[config.mk]
export PLATFORM = sky130hd
export DESIGN_NAME = maxpool2x2_stream_ctrl
export DESIGN_NICKNAME = d
export VERILOG_FILES = /design/src/rtl/maxpool2x2_stream_ctrl.sv
export SDC_FILE = /design/constraint.sdc
export NUM_CORES = 1
export LEC_CHECK = 0
export BUFFER_PORTS_ARGS = -buffer_cell sky130_fd_sc_hd__buf_2
export CAP_MARGIN = 10
export CORE_MARGIN = 3
export CORE_UTILIZATION = 64
export DETAILED_ROUTE_END_ITERATION = 6
export PLACE_DENSITY = 0.84
export REMOVE_ABC_BUFFERS = 1
export SYNTH_ARGS = -nofsm -noshare
export SYNTH_HDL_FRONTEND = slang
export SYNTH_SLANG_ARGS = --single-unit
[constraint.sdc]
create_clock -name i_clk -period 7.7 [get_ports i_clk]
set_input_delay 1.54 -clock i_clk [delete_from_list [all_inputs] [get_ports i_clk]]
set_output_delay 1.54 -clock i_clk [all_outputs]
set_load 0.1 [all_outputs]
[src/rtl/maxpool2x2_stream_ctrl.sv]
// 2x2 / stride-2 signed max-pool sequencer for one raster-ordered channel.
// Even rows fold horizontal pairs into a line buffer; odd/odd pixels emit a pooled result.
module maxpool2x2_stream_ctrl #(
  parameter int BITWIDTH = 8,
  parameter int IMG_W    = 8,
  parameter int IMG_H    = 8
) (
  input  logic                       i_clk,
  input  logic                       i_rst_n,
  input  logic                       i_start,
  input  logic                       i_valid,
  input  logic signed [BITWIDTH-1:0] i_data,
  output logic                       o_ready,
  output logic                       o_valid,
  output logic signed [BITWIDTH-1:0] o_data,
  input  logic                       i_out_ready,
  output logic                       o_busy,
  output logic                       o_done
);

  localparam int CW = (IMG_W > 2) ? $clog2(IMG_W) : 1;
  localparam int RW = (IMG_H > 2) ? $clog2(IMG_H) : 1;
  localparam int NB = IMG_W / 2;
  localparam int IW = (NB > 1) ? $clog2(NB) : 1;

  typedef enum logic [1:0] {
    S_IDLE,
    S_RUN,
    S_DRAIN,
    S_DONE
  } state_t;

  state_t                     state, state_nxt;
  logic [CW-1:0]              col;
  logic [RW-1:0]              row;
  logic signed [BITWIDTH-1:0] hold;
  logic signed [BITWIDTH-1:0] linebuf [NB];
  logic [IW-1:0]              lb_idx;
  logic                       accept, out_take, last_col, last_row;

  function automatic logic signed [BITWIDTH-1:0] smax(
    input logic signed [BITWIDTH-1:0] a,
    input logic signed [BITWIDTH-1:0] b
  );
    return (b > a) ? b : a;
  endfunction

  // Stall intake only while a finished result is still waiting downstream.
  assign o_ready  = (state == S_RUN) && !(o_valid && !i_out_ready);
  assign o_busy   = (state == S_RUN) || (state == S_DRAIN);
  assign o_done   = (state == S_DONE);
  assign accept   = i_valid && o_ready;
  assign out_take = o_valid && i_out_ready;
  assign last_col = (col == CW'(IMG_W - 1));
  assign last_row = (row == RW'(IMG_H - 1));
  assign lb_idx   = IW'(col >> 1);

  // NOTE: next state is defaulted before the case so no path leaves it unassigned (no latch).
  always_comb begin
    state_nxt = state;
    case (state)
      S_IDLE:  if (i_start) state_nxt = S_RUN;
      S_RUN:   if (accept && last_col && last_row) state_nxt = S_DRAIN;
      S_DRAIN: if (!o_valid || i_out_ready) state_nxt = S_DONE;
      S_DONE:  state_nxt = S_IDLE;
      default: state_nxt = S_IDLE;
    endcase
  end

  always_ff @(posedge i_clk) begin
    if (!i_rst_n) begin
      state   <= S_IDLE;
      col     <= '0;
      row     <= '0;
      o_valid <= 1'b0;
      o_data  <= '0;
    end else begin
      state <= state_nxt;

      if (state == S_IDLE && i_start) begin
        col <= '0;
        row <= '0;
      end else if (accept) begin
        if (last_col) begin
          col <= '0;
          row <= last_row ? '0 : row + 1'b1;
        end else begin
          col <= col + 1'b1;
        end
      end

      // A new result can only load while the register is empty or being drained.
      if (accept && row[0] && col[0]) begin
        o_data  <= smax(smax(linebuf[lb_idx], hold), i_data);
        o_valid <= 1'b1;
      end else if (out_take) begin
        o_valid <= 1'b0;
      end
    end
  end

  // NOTE: pixel hold and line buffer carry no reset; every entry is written before it is read each frame.
  always_ff @(posedge i_clk) begin
    if (accept) begin
      if (!col[0]) begin
        hold <= i_data;
      end else if (!row[0]) begin
        linebuf[lb_idx] <= smax(hold, i_data);
      end
    end
  end

endmodule

==> key figures, run 1 <==
Power
  – Peak supply drop: 0.3199 mV
  – Leak: 1.471 nW
  – Power Dens Cells: 276.2 mW/mm^2
  – Design Power: 0.0009581 W

Layout
  – Layout cells sized above 1: 18.62%
  – Area Growth Syn to Fin: 12.68%
  – ANT cells: 0
  – Final Util: 77.03%
  – Final nets: 331
  – Fillers: 291

Clocking
  – CTS Hold Bufs: 0
  – H-tree Lvls: 3
  – Clock tree buffer depth: 2
  – TritonCTS clock tree: yes
  – TritonCTS Buffers: 9
  – CTS Sinks: 59
  – CTS root buf: clkbuf_8
  – Worst-path clk slew: 0.07 ns
  – Number of buffers added for setup after CTS: 0
  – Worst skew pair latency: 0.34 ns
  – Cts repair resizes: 0

Setup path
  – Cell Chain, Critical Path: mux4_2, inv_1, ha_1, a21o_1, a21oi_2, a31oi_1, a31oi_4, mux2i_1, ha_1, nor2b_1, o211ai_1, a21oi_1, o21ai_0, nand2b_1, o221ai_1
  – Stages on worst setup path: 15
  – Crit start category: flop
  – Kind of critical path: flop to flop
  – Highest cell delay on the worst timing path: 0.66 ns
  – CP endpoint kind: flop
  – Worst path slowest cell: dfxtp_1
  – R2R depth: 15
  – Crit path DAT: 4.41 ns
  – Crit-path most repeated cell: ha_1
  – Buf/Inv on CP: 1
  – Worst reg-to-reg setup slack: 3.49 ns
  – Crit path required time: 7.90 ns
  – Max FO, Critical Path: 8
  – Cell class contributing the biggest share of worst-path delay: compound AO/OA/AOI/OAI gates
  – Worst r2r dst: o_data[1]$_SDFFE_PN0P_

Global routing
  – Global-route wire length before repair: 10390 um
  – GRT Total Usage: 25.78%
  – Overflow after GRT: 0
  – Number of global-route vias before repair: 2248
  – Pin count of the biggest net entering global routing: 11
  – Initial antenna violation count: 0

Yosys
  – Register area share after synthesis: 51.36%
  – Post-synth cell types: 38
  – Post-synth EDFFs: 40
  – Synth warn: 0
  – Synthesized area: 0.003079 mm^2
  – Synth async-reset ratio: 0%
  – Mean Syn Cell Area: 12.22 um^2
  – Register bit total from synthesis: 59
  – Cells after synthesis: 252
  – Ys flop type: edfxtp_1

STA
  – Setup Viol. Count Final: 0
  – Final max-slew violation count: 0
  – Slew HR: 48.69%
  – Fin crit share: 54.61%
  – Setup Skew: 0.008294 ns
  – Fmax: 0.2378 GHz
  – Fin Setup TNS: 0 ns
  – Unrepaired setup endpoints after global routing: no
  – Tmin final: 4.205 ns
  – Worst-margin pin slew: 0.7668 ns
  – Hold Fails Final Rpt: 0

Route
  – Antenna viol nets, final: 0
  – Vias: 2120
  – Drt via density: 6.199
  – DRT Pass-1 Iters: 4
  – Post-route DRC: 0
  – Per-cell routed wire length: 18.41 um
  – Number of DRC markers in iteration 0: 117
  – Final wirelength: 6296 um

Die
  – Die Span X: 75.37 um
  – Die footprint: 0.005680 mm^2
  – Chip height: 75.37 um
  – # rows: 24
  – Top Ports: 25
  – Core Box Area: 0.004504 mm^2
  – Starting Density: 68.36%

Placement
  – Post-DP HPWL: 4694 um
  – Final RePlAce weighted congestion: 0.8638
  – Buffers on Ports: 24

Outcome
  – Run status: completed

Flow run
  – Max-cap violations: 0

Min path
  – Hold EP: o_data[4]$_SDFFE_PN0P_
  – Hold Path Depth: 2
  – Worst hold path type: flop to flop
  – Worst Min Path Start: o_data[4]$_SDFFE_PN0P_
## synth_stat cells (3+ instances only)
cell | n | area share [%]
a21oi_1 | 13 | 2.1
and3_1 | 3 | 0.61
nor2_1 | 8 | 0.98
mux4_2 | 8 | 5.9
o221ai_1 | 8 | 2.3
nand2_1 | 26 | 3.2
ha_1 | 33 | 13
nand3_1 | 7 | 1.1
dfxtp_1 | 19 | 12
edfxtp_1 | 40 | 39
mux2i_1 | 17 | 5.5
nor3_1 | 3 | 0.49
inv_1 | 32 | 3.9
## power breakdown
part	switching (W)	internal (W)	leakage, nW
logic	0.000193	0.0000864	0.854
registers	0.0000148	0.000366	0.514
clock network	0.000119	0.000179	0.103
## tightest hold or removal path: stages (launching register included)
cell	delay, ns
dfxtp_1	0.32
nand2_1	0.05
o221ai_1	0.06
## kinds of logic after synthesis
logic type	Yosys count	synth area share, %
buffers and inverters	36	4.470
flip-flops	59	51.36
AO/OA/AOI/OAI	38	9.508
adder cells (fa/ha/maj)	33	13.41
AND/OR/NAND/NOR	61	9.874
multiplexers	25	11.38
## per-layer routing
metal / share of wire, % / GRT usage [%]
met1: 41 / 29.90
met2: 50 / 42.19
met3: 4.4 / 5.805
met4: 4.6 / 18.25
met5: 0 / 0
## final cells by class
cell class | instances | area (um^2) | area share [%]
tap | 52 | 65.06 | 1.875
multi-input combinational | 157 | 1360 | 39.20
sequential | 59 | 1582 | 45.58
clock inverter | 6 | 80.08 | 2.308
timing repair buffer | 26 | 135.1 | 3.895
clock buffer | 10 | 127.6 | 3.678
inverter | 32 | 120.1 | 3.462
## worst max path at each step
stage                startpoint                endpoint  slack [ns]
global placement           flop  o_data[4]$_SDFFE_PN0P_        3.65
finish                     flop  o_data[1]$_SDFFE_PN0P_        3.49
global route               flop  o_data[2]$_SDFFE_PN0P_        3.23
CTS                        flop  o_data[1]$_SDFFE_PN0P_        3.45
detailed placement         flop  o_data[1]$_SDFFE_PN0P_        3.47
floorplan           i_out_ready                 o_ready        3.70
## state kept, by name, indices dropped and copies added (netlist names), named ones only
register,flops
o_valid,1
row,3
state,2
hold,8
col,3
linebuf,32
o_data,8
## stage by stage
step | instance area, um^2 | hold slack (ns) | instances | setup slack [ns]
6_report | 3470 | 0.4600 | 342 | 3.495
4_1_cts | 3470 | 0.4656 | 342 | 3.454
3_3_place_gp | 3262 | 0.4388 | 326 | 3.649
3_5_place_dp | 3262 | 0.4410 | 326 | 3.467
5_1_grt | 3470 | 0.4911 | 342 | 3.229
2_1_floorplan | 3062 | 0.4400 | 248 | 3.704
## cells in the final DEF, fill, tap and decap left out, types with 2 or more instances in the layout
cell / Yosys / routed
a21o_1: 2 / 2
a21oi_1: 13 / 13
a31oi_1: 2 / 2
a31oi_4: 2 / 2
and3_1: 3 / 3
buf_2: 2 / 24
buf_4: 0 / 2
bufinv_16: 0 / 2
clkbuf_8: 0 / 9
clkinv_1: 0 / 3
dfxtp_1: 19 / 19
edfxtp_1: 40 / 40
ha_1: 33 / 33
inv_1: 32 / 32
mux2i_1: 17 / 17
mux4_2: 8 / 8
nand2_1: 26 / 26
nand2b_1: 2 / 2
nand3_1: 7 / 7
nand4_1: 2 / 2
nor2_1: 8 / 8
nor2b_1: 2 / 2
nor3_1: 3 / 3
nor4b_1: 2 / 2
o21ai_0: 2 / 2
o221ai_1: 8 / 8
(Power assumes the default switching activity.)
==> inputs of run 2 (changes only) <==
- ABC_AREA: unset -> 1
- CORE_UTILIZATION: 64 -> 60
- PLACE_DENSITY: 0.84 -> 0.8
- clock period: 7.7 -> 4.1 ns (I/O delays scaled with it)
==> key figures, run 2 <==
Power
  – Leak: 1.784 nW
  – Power Dens Cells: 586.6 mW/mm^2
  – Combinational share of power: 40.4%
  – Seq pwr share: 33.1%
  – Psw: 0.0008656 W
  – Peak supply drop: 0.8778 mV
  – Clock group share of total power: 26.5%
  – Switching Share: 39.42%
  – Pint: 0.001330 W

Die
  – Core Box Area: 0.005205 mm^2
  – # rows: 26
  – Starting Density: 63.58%
  – Die footprint: 0.006442 mm^2
  – Die Span X: 80.27 um
  – Top Ports: 25
  – Chip height: 80.27 um

Route
  – Number of DRC markers in iteration 0: 108
  – Final wirelength: 6802 um
  – Antenna viol nets, final: 0
  – Vias: 2544
  – Drt via density: 5.356
  – Post-route DRC: 0
  – Per-cell routed wire length: 14.32 um
  – DRT Pass-1 Iters: 4

STA
  – Setup Viol. Count Final: 0
  – Worst setup margin: 0.4689 ns
  – Fmax: 0.2754 GHz
  – Final max-slew violation count: 0
  – Worst-margin pin slew: 0.7989 ns
  – Tmin final: 3.631 ns
  – Setup Skew: 0.01078 ns
  – Slew HR: 46.54%
  – Fin Setup TNS: 0 ns
  – Fin crit share: 88.56%
  – Unrepaired setup endpoints after global routing: no
  – Hold Fails Final Rpt: 0

Placement
  – Buffers on Ports: 24
  – Pre-CTS WS: 0.4763 ns
  – Post-DP HPWL: 5008 um
  – Final RePlAce weighted congestion: 0.9474

Setup path
  – Cell class contributing the biggest share of worst-path delay: simple AND/OR/NAND/NOR gates
  – Kind of critical path: flop to flop
  – Crit-path most repeated cell: nand2_1
  – Buf/Inv on CP: 4
  – Crit path DAT: 3.87 ns
  – Worst path slowest cell: ha_1
  – Crit start category: flop
  – Highest cell delay on the worst timing path: 0.36 ns
  – Cell Chain, Critical Path: inv_1, a21oi_1, a32o_1, ha_1, nand2_1, nor2_1, nand2_1, nand3_2, nand3_4, nand2_1, nand2_1, ha_1, nand2_1, inv_1, nand3_1, nor2_1, o21ai_0, nand2_1, nand2_1, inv_1, nand2_1, nand3_1, nand2_1, inv_1
  – Max FO, Critical Path: 16
  – Crit path required time: 4.34 ns
  – CP endpoint kind: flop

Yosys
  – Register area share after synthesis: 47.79%
  – Synth async-reset ratio: 0%
  – Top post-synthesis cells by count: nand2_1 (93), inv_1 (41), edfxtp_1 (40), ha_1 (33), nor2_1 (29)
  – Area leader, netlist: edfxtp_1
  – Mean Syn Cell Area: 9.067 um^2
  – Most frequent cell after synthesis: nand2_1
  – Post-synth cell types: 37
  – Post-synth EDFFs: 40
  – Synth warn: 0
  – Post-synth top area share: 36.29%
  – Ys flop type: edfxtp_1
  – Synthesized area: 0.003309 mm^2
  – Synth area leaders: edfxtp_1 (36%), ha_1 (12%), dfxtp_1 (11%)
  – Cells after synthesis: 365
  – Register bit total from synthesis: 59

Layout
  – Most frequent cells in the layout: nand2_1 (93), inv_1 (41), edfxtp_1 (40)
  – Max reg flops: 32
  – Final nets: 446
  – Area Growth Syn to Fin: 13.12%
  – Commonest non-fill, non-tap cell in the layout: nand2_1
  – ANT cells: 0
  – Fillers: 411
  – Largest regs: linebuf (32), hold (8), o_data (8)
  – Biggest register: linebuf
  – Layout cells sized above 1: 14.81%

Clocking
  – Number of buffers added for setup after CTS: 0
  – TritonCTS clock tree: yes
  – Clock tree buffer depth: 2
  – TritonCTS Buffers: 9
  – CTS root buf: clkbuf_8
  – CTS Sinks: 59
  – Worst-path clk slew: 0.07 ns
  – Worst skew pair latency: 0.34 ns
  – CTS Hold Bufs: 0
  – H-tree Lvls: 3
  – Cts repair resizes: 0

Global routing
  – Overflow after GRT: 0
  – Number of global-route vias before repair: 2470
  – GRT Total Usage: 23.99%
  – Pin count of the biggest net entering global routing: 18
  – Initial antenna violation count: 0
  – Global-route wire length before repair: 11680 um

Min path
  – Worst hold path type: flop to flop

Flow run
  – Max-cap violations: 0

Outcome
  – Run status: completed
-- run 2: changes by cell type in the layout (fill, tap and decap cells not counted), sizes merged, moves of 7 or more --
| cell | delta |
|---|---|
| nand2 | +70 |
| nor2 | +24 |
| nand3 | +23 |
| mux2i | -17 |
| inv | +11 |
| a21oi | +9 |
| a32o | +8 |
| mux4 | -8 |
| o221ai | -8 |
| nand4 | +7 |
-- run 2: final timing paths --
check             depth (start not counted)                start  slack, ns                      to
hold reg to reg                           2  row[1]$_SDFFE_PP0P_       0.48     row[1]$_SDFFE_PP0P_
hold / removal                            2  row[1]$_SDFFE_PP0P_       0.48     row[1]$_SDFFE_PP0P_
setup reg to reg                         24                 flop       0.47  o_data[4]$_SDFFE_PN0P_
setup / recovery                         24                 flop       0.47  o_data[4]$_SDFFE_PN0P_
-- run 2: power by group through the flow --
stage	Sequential (W)	Combinational (W)	Clock (W)
after floorplan	0.000731	0.000688	0
after global placement	0.000738	0.000854	0
after detailed placement	0.000739	0.000874	0
after CTS	0.000726	0.000882	0.000591
after global routing	0.000732	0.00101	0.000618
final	0.000727	0.000887	0.000582
-- run 2: worst register-to-register path: stages, from the launching register on --
cell and delay, ns:
dfxtp_1 0.30, inv_1 0.34, a21oi_1 0.08, a32o_1 0.25
ha_1 0.36, nand2_1 0.09, nor2_1 0.20, nand2_1 0.12
nand3_2 0.19, nand3_4 0.14, nand2_1 0.14, nand2_1 0.07
ha_1 0.29, nand2_1 0.09, inv_1 0.04, nand3_1 0.08
nor2_1 0.04, o21ai_0 0.16, nand2_1 0.07, nand2_1 0.08
inv_1 0.13, nand2_1 0.10, nand3_1 0.08, nand2_1 0.07
inv_1 0.04
-- run 2: layer usage --
layer	global-route usage [%]	vias to the layer above	part of all wire [%]
li1	-	1318	-
met1	32.12	1155	47
met3	6.390	11	4.9
met4	8.784	0	1.9
met2	37.33	60	46
met5	0	-	0
-- run 2: final cells by class --
class	instances	area, um^2	share of cell area (%)
Multi-Input combinational cell	256	1525	40.74
Inverter	44	165.2	4.412
Clock inverter	5	76.32	2.039
Clock buffer	11	141.4	3.777
Sequential cell	59	1583	42.28
Timing Repair Buffer	30	165.2	4.412
Tap cell	70	87.58	2.340
-- run 2: cell families (layout without fill, tap and decap cells) --
kind of cell    count (synthesis)  in the layout  share of synthesized area (%)
flops                          59             59                          47.79
simple gates                  179            179                          25.03
compound gates                 44             44                          8.582
fa+ha+maj                      33             33                          12.48
buf+inv                        50             90                          6.124
-- run 2: stage by stage --
step | cells | total power (W) | hold slack (ns) | cell area, um^2 | utilization [%]
floorplan | 359 | 0.001420 | 0.4416 | 3272 | -
global placement | 459 | 0.001592 | 0.4527 | 3525 | 67.72
detailed placement | 459 | 0.001613 | 0.4679 | 3525 | 67.72
CTS | 475 | 0.002199 | 0.4778 | 3742 | 71.90
global route | 475 | 0.002359 | 0.5027 | 3744 | 71.92
finish | 475 | 0.002196 | 0.4756 | 3744 | 71.92
==> inputs of run 3 (changes only) <==
- CTS_CLUSTER_SIZE: unset -> 30
- SETUP_SLACK_MARGIN: unset -> 0.5
==> key figures, run 3 (synthesis results as in run 2) <==
Setup path
  – CP endpoint kind: flop
  – Crit path to: o_data[1]$_SDFFE_PN0P_
  – Max FO, Critical Path: 8
  – Crit path required time: 4.40 ns
  – Worst reg-to-reg setup slack: 0.61 ns
  – Kind of critical path: flop to flop
  – Worst r2r dst: o_data[1]$_SDFFE_PN0P_
  – Crit start category: flop
  – Crit path DAT: 3.79 ns
  – R2R depth: 24

Layout
  – Layout cells sized above 1: 27.08%
  – Largest regs: linebuf (32), hold (8), o_data (8)
  – Biggest register: linebuf
  – Fin area: 0.004069 mm^2
  – Commonest non-fill, non-tap cell in the layout: nand2_1
  – Most frequent cells in the layout: nand2_1 (83), edfxtp_1 (40), inv_1 (38)
  – Max reg flops: 32
  – Final nets: 462
  – Fillers: 334
  – Area Growth Syn to Fin: 22.95%
  – ANT cells: 0

Global routing
  – Global-route wire length before repair: 11870 um
  – Initial antenna violation count: 0
  – Overflow after GRT: 0
  – Pin count of the biggest net entering global routing: 18
  – GRT Total Usage: 24.37%
  – Number of global-route vias before repair: 2546

Clocking
  – CTS root buf: clkbuf_8
  – Worst-path clk slew: 0.07 ns
  – Worst skew pair latency: 0.35 ns
  – Clock tree buffer depth: 2
  – TritonCTS Buffers: 9
  – CTS Hold Bufs: 0
  – TritonCTS clock tree: yes
  – CTS Sinks: 59
  – H-tree Lvls: 3

Route
  – Antenna viol nets, final: 0
  – Final wirelength: 7835 um
  – Post-route DRC: 0
  – Per-cell routed wire length: 15.96 um
  – DRT Pass-1 Iters: 4
  – Number of DRC markers in iteration 0: 183
  – Drt via density: 5.599
  – Vias: 2749

STA
  – Setup Skew: 0.01332 ns
  – Fin Setup TNS: 0 ns
  – Fmax: 0.2867 GHz
  – Slew HR: 46.56%
  – Tmin final: 3.488 ns
  – Unrepaired setup endpoints after global routing: no
  – Setup Viol. Count Final: 0
  – Worst-margin pin slew: 0.7987 ns
  – Final max-slew violation count: 0
  – Hold Fails Final Rpt: 0
  – Fin crit share: 85.06%

Power
  – Power Dens Cells: 601.6 mW/mm^2
  – Peak supply drop: 0.8852 mV
  – Leak: 1.908 nW

Die
  – Die Span X: 80.27 um
  – Chip height: 80.27 um
  – Top Ports: 25
  – Die footprint: 0.006442 mm^2
  – Starting Density: 63.58%
  – # rows: 26
  – Core Box Area: 0.005205 mm^2

Placement
  – Final RePlAce weighted congestion: 0.9474
  – Buffers on Ports: 24
  – Placed instance area: 0.003525 mm^2
  – Post-DP HPWL: 5008 um

Flow run
  – Max-cap violations: 0

Outcome
  – Run status: completed

Min path
  – Worst hold path type: flop to flop
  – Worst Min Path Start: row[1]$_SDFFE_PP0P_
-- run 3: changes by cell type in the layout (fill, tap and decap cells not counted), moves of 6 or more --
cell / previous run / this run
buf_4: 6 / 18
nand2_1: 93 / 83
a32o_1: 8 / 0
a32o_2: 0 / 8
nand2_2: 1 / 9
ha_1: 33 / 26
ha_4: 0 / 6
-- run 3: per-stage QoR --
step	std cells	power, W	util, %	hold slack (ns)	worst slack, ns
after detailed placement	459	0.001613	67.72	0.4679	0.4763
after floorplan	359	0.001420	-	0.4416	0.7258
after global routing	491	0.002595	78.17	0.5027	0.4022
after global placement	459	0.001592	67.72	0.4527	0.5947
after CTS	478	0.002209	72.48	0.4778	0.5660
final	491	0.002448	78.17	0.4757	0.6124
-- run 3: power by group --
| part | switching (W) | internal [W] |
|---|---|---|
| clock network | 0.000231 | 0.000356 |
| registers | 0.0000375 | 0.000697 |
| logic | 0.000723 | 0.000405 |
| total | 0.000991 | 0.00146 |
-- run 3: metal layers --
metal  GRT usage [%]  vias up  share of wire (%)  wire length [um]
li1                -     1346                  -                 -
met1           32.05     1291                 44              3418
met2           38.08       89                 48              3741
met3           6.614       23                5.7               444
met4           9.797        0                2.9               230
met5               0        -                  0                 0
-- run 3: what timing repair did --
action	CTS	global route
resized for setup	3	49
pin swaps	0	15
setup buffers	3	13
setup endpoints to repair	8	8
-- run 3: area by class of cell --
type                            instances  area (um^2)  share of cell area [%]
Clock buffer                           11        141.4                   3.475
Clock inverter                          5        76.32                   1.876
Inverter                               44        173.9                   4.274
Multi-Input combinational cell        256         1703                   41.85
Sequential cell                        59         1587                   38.99
Tap cell                               70        87.58                   2.153
Timing Repair Buffer                   46        300.3                   7.380
-- run 3: worst max-delay path, stage by stage, from the launching register on --
cell	delay, ns
dfxtp_2	0.34
clkinvlp_4	0.18
buf_6	0.19
a21oi_2	0.10
a32o_2	0.19
ha_4	0.21
a21oi_1	0.21
nand2_1	0.11
nand2_2	0.12
nand2_2	0.08
nand2_4	0.12
nand3_4	0.14
nand2_2	0.11
nand2_1	0.06
ha_1	0.31
a21oi_1	0.18
o21ai_0	0.10
o21ai_1	0.13
nand2_1	0.07
nand2_2	0.08
buf_6	0.13
nand3_1	0.10
nand3_1	0.09
nand2_1	0.05
inv_1	0.04
-- run 3: worst min path at each step --
| stage | to | slack, ns | cells after the start |
|---|---|---|---|
| final | row[1]$_SDFFE_PP0P_ | 0.48 | 2 |
| after global routing | row[1]$_SDFFE_PP0P_ | 0.50 | 2 |
| after CTS | row[1]$_SDFFE_PP0P_ | 0.48 | 2 |
| after detailed placement | row[1]$_SDFFE_PP0P_ | 0.47 | 2 |
| after global placement | row[1]$_SDFFE_PP0P_ | 0.45 | 2 |
| after floorplan | row[1]$_SDFFE_PP0P_ | 0.44 | 2 |
